File: config.mk
export PLATFORM = sky130hd
export DESIGN_NAME = branch_ctrl_flat
export DESIGN_NICKNAME = d
export VERILOG_FILES = /design/src/rtl/branch_ctrl_if.sv /design/src/rtl/branch_ctrl.sv /design/src/flat_wrapper.sv
export SDC_FILE = /design/constraint.sdc
export NUM_CORES = 1
export LEC_CHECK = 0
export BUFFER_PORTS_ARGS = -buffer_cell sky130_fd_sc_hd__buf_4
export CORE_AREA = 3 3 107 211
export DETAILED_ROUTE_END_ITERATION = 7
export DIE_AREA = 0 0 110 214
export PLACE_DENSITY = 0.66
export SYNTH_ARGS = -nofsm -noshare
export SYNTH_HDL_FRONTEND = slang
export SYNTH_SLANG_ARGS = --single-unit
export TNS_END_PERCENT = 1
File: constraint.sdc
create_clock -name clk -period 3.9 [get_ports clk]
set_input_delay 0.78 -clock clk [delete_from_list [all_inputs] [get_ports clk]]
set_output_delay 0.78 -clock clk [all_outputs]
set_load 0.01 [all_outputs]
File: src/rtl/branch_ctrl_if.sv
// Branch request channel, fetch redirect channel and resolution status of branch_ctrl.
// Latency: none, signal bundle only.
// Backpressure: br_valid/br_ready on requests, redir_valid/redir_ready on redirects.
interface branch_ctrl_if;
    logic        br_valid;
    logic        br_ready;
    logic [2:0]  br_funct3;
    logic [31:0] br_rs1;
    logic [31:0] br_rs2;
    logic [31:0] br_pc;
    logic [31:0] br_imm;
    logic        redir_valid;
    logic        redir_ready;
    logic [31:0] redir_target;
    logic        flush;
    logic        done;
    logic        taken;
    logic        illegal;
    logic [15:0] taken_count;

    modport master (
        output br_valid, br_funct3, br_rs1, br_rs2, br_pc, br_imm, redir_ready,
        input  br_ready, redir_valid, redir_target, flush, done, taken, illegal, taken_count
    );

    modport slave (
        input  br_valid, br_funct3, br_rs1, br_rs2, br_pc, br_imm, redir_ready,
        output br_ready, redir_valid, redir_target, flush, done, taken, illegal, taken_count
    );
endinterface

File: src/rtl/branch_ctrl.sv
// Resolves conditional branches and issues a fetch redirect plus flush window on taken ones.
// Latency: done/taken one cycle after acceptance, redir_valid two cycles after acceptance.
// Backpressure: one branch in flight; br_ready only in IDLE, redirect held until redir_ready.
module branch_ctrl #(
    parameter int unsigned FLUSH_CYCLES = 2
) (
    input  logic         clk,
    input  logic         reset_n,
    branch_ctrl_if.slave br
);
    typedef enum logic [1:0] {
        IDLE     = 2'd0,
        EVAL     = 2'd1,
        REDIRECT = 2'd2,
        FLUSH    = 2'd3
    } state_t;

    localparam logic [3:0] FLUSH_LD = 4'(FLUSH_CYCLES);

    state_t      state_q;
    logic [2:0]  funct3_q;
    logic [31:0] rs1_q;
    logic [31:0] rs2_q;
    logic [31:0] pc_q;
    logic [31:0] imm_q;
    logic [31:0] target_q;
    logic [15:0] count_q;
    logic [3:0]  flush_cnt_q;

    logic        eq;
    logic        lt;
    logic        ltu;
    logic        bad_funct3;
    logic        cond;
    logic        take;
    logic [31:0] target_d;
    logic [15:0] count_d;

    always_comb begin
        eq         = (rs1_q == rs2_q);
        lt         = ($signed(rs1_q) < $signed(rs2_q));
        ltu        = (rs1_q < rs2_q);
        bad_funct3 = (funct3_q[2:1] == 2'b01);
        cond       = 1'b0;
        case (funct3_q)
            3'b000:  cond = eq;
            3'b001:  cond = !eq;
            3'b100:  cond = lt;
            3'b101:  cond = !lt;
            3'b110:  cond = ltu;
            3'b111:  cond = !ltu;
            default: cond = 1'b0;
        endcase
        take     = (state_q == EVAL) && cond;
        target_d = pc_q + imm_q;
        count_d  = (count_q == 16'hFFFF) ? count_q : count_q + 16'd1;
    end

    assign br.br_ready     = (state_q == IDLE);
    assign br.redir_valid  = (state_q == REDIRECT);
    assign br.flush        = (state_q == FLUSH);
    assign br.done         = (state_q == EVAL);
    assign br.taken        = take;
    assign br.illegal      = (state_q == EVAL) && bad_funct3;
    assign br.redir_target = target_q;
    assign br.taken_count  = count_q;

    always_ff @(posedge clk or negedge reset_n) begin
        if (!reset_n) begin
            state_q     <= IDLE;
            funct3_q    <= '0;
            rs1_q       <= '0;
            rs2_q       <= '0;
            pc_q        <= '0;
            imm_q       <= '0;
            target_q    <= '0;
            count_q     <= '0;
            flush_cnt_q <= '0;
        end else begin
            case (state_q)
                IDLE: begin
                    if (br.br_valid) begin
                        funct3_q <= br.br_funct3;
                        rs1_q    <= br.br_rs1;
                        rs2_q    <= br.br_rs2;
                        pc_q     <= br.br_pc;
                        imm_q    <= br.br_imm;
                        state_q  <= EVAL;
                    end
                end
                EVAL: begin
                    if (take) begin
                        target_q <= target_d;
                        count_q  <= count_d;
                        state_q  <= REDIRECT;
                    end else begin
                        state_q  <= IDLE;
                    end
                end
                REDIRECT: begin
                    // Target stays frozen in target_q until fetch takes it.
                    if (br.redir_ready) begin
                        flush_cnt_q <= FLUSH_LD;
                        state_q     <= (FLUSH_LD == 4'd0) ? IDLE : FLUSH;
                    end
                end
                FLUSH: begin
                    if (flush_cnt_q <= 4'd1) begin
                        state_q <= IDLE;
                    end else begin
                        flush_cnt_q <= flush_cnt_q - 4'd1;
                    end
                end
                default: state_q <= IDLE;
            endcase
        end
    end
endmodule

File: src/flat_wrapper.sv
// flat-port wrapper written by rule: the top's interface ports become plain ports
module branch_ctrl_flat 
#(
    parameter int unsigned FLUSH_CYCLES = 2
)
  (clk, reset_n, br_br_valid, br_br_funct3, br_br_rs1, br_br_rs2, br_br_pc, br_br_imm, br_redir_ready, br_br_ready, br_redir_valid, br_redir_target, br_flush, br_done, br_taken, br_illegal, br_taken_count);
  branch_ctrl_if br_i ();
  input  logic clk;
  input  logic reset_n;
  input wire logic [$bits(br_i.br_valid)-1:0] br_br_valid;
  input wire logic [$bits(br_i.br_funct3)-1:0] br_br_funct3;
  input wire logic [$bits(br_i.br_rs1)-1:0] br_br_rs1;
  input wire logic [$bits(br_i.br_rs2)-1:0] br_br_rs2;
  input wire logic [$bits(br_i.br_pc)-1:0] br_br_pc;
  input wire logic [$bits(br_i.br_imm)-1:0] br_br_imm;
  input wire logic [$bits(br_i.redir_ready)-1:0] br_redir_ready;
  output wire logic [$bits(br_i.br_ready)-1:0] br_br_ready;
  output wire logic [$bits(br_i.redir_valid)-1:0] br_redir_valid;
  output wire logic [$bits(br_i.redir_target)-1:0] br_redir_target;
  output wire logic [$bits(br_i.flush)-1:0] br_flush;
  output wire logic [$bits(br_i.done)-1:0] br_done;
  output wire logic [$bits(br_i.taken)-1:0] br_taken;
  output wire logic [$bits(br_i.illegal)-1:0] br_illegal;
  output wire logic [$bits(br_i.taken_count)-1:0] br_taken_count;
  assign br_i.br_valid = br_br_valid;
  assign br_i.br_funct3 = br_br_funct3;
  assign br_i.br_rs1 = br_br_rs1;
  assign br_i.br_rs2 = br_br_rs2;
  assign br_i.br_pc = br_br_pc;
  assign br_i.br_imm = br_br_imm;
  assign br_i.redir_ready = br_redir_ready;
  assign br_br_ready = br_i.br_ready;
  assign br_redir_valid = br_i.redir_valid;
  assign br_redir_target = br_i.redir_target;
  assign br_flush = br_i.flush;
  assign br_done = br_i.done;
  assign br_taken = br_i.taken;
  assign br_illegal = br_i.illegal;
  assign br_taken_count = br_i.taken_count;
  branch_ctrl #(.FLUSH_CYCLES(FLUSH_CYCLES)) u_core (.clk(clk), .reset_n(reset_n), .br(br_i));
endmodule
# Word level (Yosys, flattened, before mapping)
# Cells that the tools add are included.
dict set report totals {
  regBits 185
  out_inout_bits 54
}
dict set report op_classes {
  n_addsub 3
  order_cmp 3
  eq_ne 15
  mux 9
  bitwise_logic 1
  reduce_logical 13
}
# operator count
set ops {}
lappend ops {{$lt A32 B32 Y1} 2}
lappend ops {{$add A32 B32 Y32} 1}
lappend ops {{$eq A32 B32 Y1} 1}
lappend ops {{$add A16 B1 Y16 const B} 1}
lappend ops {{$eq A16 B16 Y1 const B} 1}
lappend ops {{$eq A3 B3 Y1 const B} 4}
lappend ops {{$reduce_and A3 Y1} 3}
lappend ops {{$mux W2} 4}
lappend ops {{$mux W4} 2}
lappend ops {{$pmux W2 S4} 1}
lappend ops {{$pmux W4 S2} 1}
lappend ops {{$ne A2 B2 Y1 const B} 3}
lappend ops {{$pmux W1 S6} 1}
lappend ops {{$eq A2 B1 Y1 const B} 2}
lappend ops {{$eq A2 B2 Y1 const B} 2}
lappend ops {{$le A4 B1 Y1 const B} 1}
lappend ops {{$reduce_and A2 Y1} 2}
lappend ops {{$sub A4 B1 Y4 const B} 1}
lappend ops {{$eq A3 B1 Y1 const B} 1}
lappend ops {{$logic_not A1 Y1} 3}
lappend ops {{$logic_not A3 Y1} 1}
lappend ops {{$logic_and A1 B1 Y1} 2}
lappend ops {{$logic_not A2 Y1} 1}
lappend ops {{$ne A2 B1 Y1 const B} 1}
lappend ops {{other kinds (2)} 2}

# Depth between registers and ports, before layout
dict set report depth {
  depth_word 6
  ltp_mapped 14
  ltp_nobuf 12
}

# Least setup slack after synthesis
# OpenSTA, ideal clock, no wires.
dict set report synth_path {
  kind {register to output}
  startpoint {reg u_core.rs1_q[31]}
  endpoint {out br_taken}
  arrival_ns 2.451
  path_slack_ns 0.669
  stages_incl_launch_ff 13
  cell_sequence {dfrtp_1 > ha_1 > a21oi_1 > o21ai_1 > a2111o_1 > a2111o_1 > a21oi_2 > xnor2_1 > o21a_1 > buf_6 > inv_4 > buf_6 > buf_4}
}
dict set report synth_via {
  elab_chain_cells 4
}
# item line
set synth_lines {}
lappend synth_lines {{start: declaration} branch_ctrl.sv:22} ;# logic [31:0] rs1_q;
lappend synth_lines {{start signal: assignment} branch_ctrl.sv:84} ;# rs1_q <= br.br_rs1;
lappend synth_lines {{$lt A32 B32 Y1 (tied with other cells)} branch_ctrl.sv:42} ;# ltu = (rs1_q < rs2_q);
lappend synth_lines {{$logic_not A1 Y1, on equally long branches} {branch_ctrl.sv:51, branch_ctrl.sv:47, branch_ctrl.sv:49}}
lappend synth_lines {{$pmux W1 S6 (*)} branch_ctrl.sv:45} ;# case (funct3_q)
lappend synth_lines {{$logic_and A1 B1 Y1 (*)} branch_ctrl.sv:54} ;# take = (state_q == EVAL) && cond;
lappend synth_lines {{end: declaration} flat_wrapper.sv:22} ;# output wire logic [$bits(br_i.taken)-1:0] br_taken;
# Every way passes the cells marked *; elsewhere a longest branch is shown, timed or not.

# Final worst setup path
dict set report layout_path {
  startpoint {reg u_core.rs1_q[27]}
  endpoint {out br_taken}
}
# The elaborated chain is that of the path after synthesis.

==> parameters.txt <==
Parameter                              Value

Clocking
  Level count of the clock H-tree    4
  Clock root buffer master    sky130_fd_sc_hd__clkbuf_16
  Maximum count of clock buffers along a single path    2
  Clock-pin slew on the worst setup and hold paths    0.07 ns
  Clock sink total    185
  Number of buffers added for setup after CTS    0
  Cts bufs inserted    17
  Hold_buf cts    0
  Clock insertion delay at the later pin of the skew report    0.44 ns
  TritonCTS clock tree    done
  Quantity of gates resized following cts    0

Finish
  Multi-input gate area in the final layout    4480 sq um
  Layout cells sized above 1    0.336
  Area grow syn2layout    24.1%
  Area occupied by registers    4630 sq um
  Number of fill cells    1907
  Final non-filler cell total    1317
  Utilization of the core after routing    0.554
  Layout Nets    1236

Synthesis
  Top cells by count, synth    sky130_fd_sc_hd__dfrtp_1 (185), sky130_fd_sc_hd__mux2_2 (111), sky130_fd_sc_hd__nand2_1 (68)
  Most instantiated library cell after synthesis    sky130_fd_sc_hd__dfrtp_1
  Number of cells produced by synthesis    850
  FF+latch count, synth    185
  Synth warn    0
  Portion of the post-synthesis area used by sequential elements    0.491
  Area leader, netlist    sky130_fd_sc_hd__dfrtp_1
  Prevailing post-synth register cell    sky130_fd_sc_hd__dfrtp_1
  Cell area after synthesis    9430 sq um
  Number of enable flip-flop cells after synthesis    0
  Avg Cell Area, Syn    11.1 sq um
  Synthesized net count    1052
  Async set or reset register ratio after synthesis    1.00
  Largest cells by area after synthesis    sky130_fd_sc_hd__dfrtp_1 (49%), sky130_fd_sc_hd__mux2_2 (13%), sky130_fd_sc_hd__ha_1 (8.8%)
  Area share of the leading cell type in the synthesized netlist    0.491
  Unique cell type count in the Yosys netlist    60

Pwr
  Worst ir drop on vdd    758 uV
  Leakage    5.48 nW
  Pwr dens    926 nW/um^2

Global route
  Total routing resource utilization after global routing    0.197
  Via count of the first global-routing pass    7252
  Maximum number of pins on one net before global-route repair    167
  First-pass GRT wire length    35400 microns
  Antenna violations before repair    1
  Overall overflow remaining after global route    0

Timing
  Worst hold-check slack    0.428 ns
  RSZ-0062 raised after global routing    false
  Setup-failing EPs final    0
  Min cycle time layout    3.65 ns
  Largest clock skew in the final design    0.0100 ns
  Tightest Pin Transition    0.862 ns
  Max-Slew Margin vs Limit    0.425
  Count of final hold-check violations    0
  Number of max-slew violations in the final report    0
  Setup Total Neg Slack    0 ns
  Share of the clock period used by the worst path    0.937
  Fmax    274 MHz

Placed design
  Cell count after placement    1284
  Global placer's final weighted congestion    0.853
  Quantity of I/O buffers inserted on ports    188
  Post-DP HPWL    16800 microns

Worst setup path
  Worst-case register-to-register setup slack    0.71 ns
  CP Launch Type    register
  Cell type of the slowest stage on the worst timing path    sky130_fd_sc_hd__nor4_1
  Required time of the worst setup path    3.12 ns
  Data arrival time of the critical path    2.87 ns
  Critical Setup Path Class    reg2out
  R2R Path End    u_core.br.taken_count[1]
  Element type at the critical path end    output port
  List of cells traversed by the critical path    ha_1 > nand4_1 > nor4_1 > nand3_1 > xor2_1 > or4b_1 > o21a_1 > inv_4 > buf_4
  Largest incremental delay on the critical path    0.46 ns
  Number of cells on the worst reg-to-reg path    11
  Max Fanout on Critical Path    3
  Crit path max-delay family    simple AND/OR/NAND/NOR gates
  Count of cell instances traversed by the critical path    9
  Count of buffer and inverter cells on the critical path    2
  Start of the worst register-to-register path    u_core.rs1_q[27]

Drt
  DRC viols    0
  Iteration-0 DRC Markers    224
  Final wirelength    22000 microns
  Total via count after detailed routing    6902
  Mean number of vias per cell    5.24
  Count of antenna-violating nets left after detailed routing    0
  Drt pass-1 iters    4
  Routed wire length per instance    16.7 microns

Worst hold path
  Hold crit path type    in2async

Floorplan
  I/O pin count    189
  Total Die Area    23500 sq um
  Die outline height    214 microns
  Core footprint    21100 sq um
  Number of core rows    75
  Chip width    110 microns
  Initial core utilization    0.447

Flow run
  Max-Cap Viols    0

Status
  Run status    completed
[final cells by class]
cell class	instances	area share
multi-input combinational	588	0.383
inverter	46	0.0150
sequential	185	0.396
tap	269	0.0288
clock inverter	15	0.0120
clock buffer	17	0.0363
antenna	1	0.000214
timing repair buffer	196	0.129
[flip-flops by register name (all words and copies together), names as in the netlist, named ones only]
name	flops
u_core.funct3_q	3
u_core.br.redir_target	32
u_core.flush_cnt_q	4
u_core.rs2_q	32
u_core.br.taken_count	16
u_core.rs1_q	32
u_core.pc_q	32
u_core.state_q	1
u_core.imm_q	32
[routing by layer]
metal,vias to the layer above,GRT usage,part of all wire
li1,3372,-,-
met1,3338,0.193,0.35
met2,150,0.369,0.57
met3,42,0.0483,0.044
met4,0,0.0907,0.038
met5,-,0,0
[cell families after synthesis]
logic type | Yosys count | synth area share
AOI/OAI and AO/OA | 182 | 0.115
adders and majority gates | 67 | 0.0897
and+or+nand+nor | 180 | 0.0929
buffers and inverters | 77 | 0.0341
muxes | 114 | 0.136
xor gates and xnor gates | 45 | 0.0418
DFF | 185 | 0.491
[per-stage QoR]
stage / worst slack (ns) / cell area (sq um) / power, mW
5_1_grt: 0.0149 / 11700 / 11.8
4_1_cts: 0.165 / 11700 / 11.0
6_report: 0.246 / 11700 / 10.8
3_5_place_dp: 0.670 / 11100 / 9.26
2_1_floorplan: 0.669 / 9430 / 7.53
3_3_place_gp: 0.672 / 11100 / 9.14
[how the worst max path moves through the flow]
stage / start / endpoint / slack, ns
after floorplan: u_core.rs1_q[31] / br_taken / 0.67
after global placement: u_core.rs1_q[29] / br_taken / 0.67
after detailed placement: u_core.rs1_q[29] / br_taken / 0.67
after CTS: u_core.rs1_q[29] / br_taken / 0.16
after global routing: u_core.rs2_q[31] / br_taken / 0.01
final: u_core.rs1_q[27] / br_taken / 0.25
[cells in the final DEF (no fill, tap or decap), drive strengths merged, types with 3 or more instances in the layout]
cell type,n
a31o,3
and3,8
xnor2,27
ha,66
clkbuf,18
nand4,17
clkinvlp,6
xor2,18
o21a,6
mux2,112
nor3,7
inv,52
a21oi,64
nor2b,7
dfrtp,185
and2,5
a211oi,3
a21o,21
nand3,15
o21ai,63
nand2,68
buf,195
nor2,38
nor4,4
[where the power goes]
part           leakage, nW  internal, mW  switching [mW]
clock network        0.261         0.889           0.780
registers             2.22          2.84           0.529
logic                 3.00          2.79            3.01
total                 5.48          6.52            4.32
No activity file was read; power rests on OpenSTA's default activity.
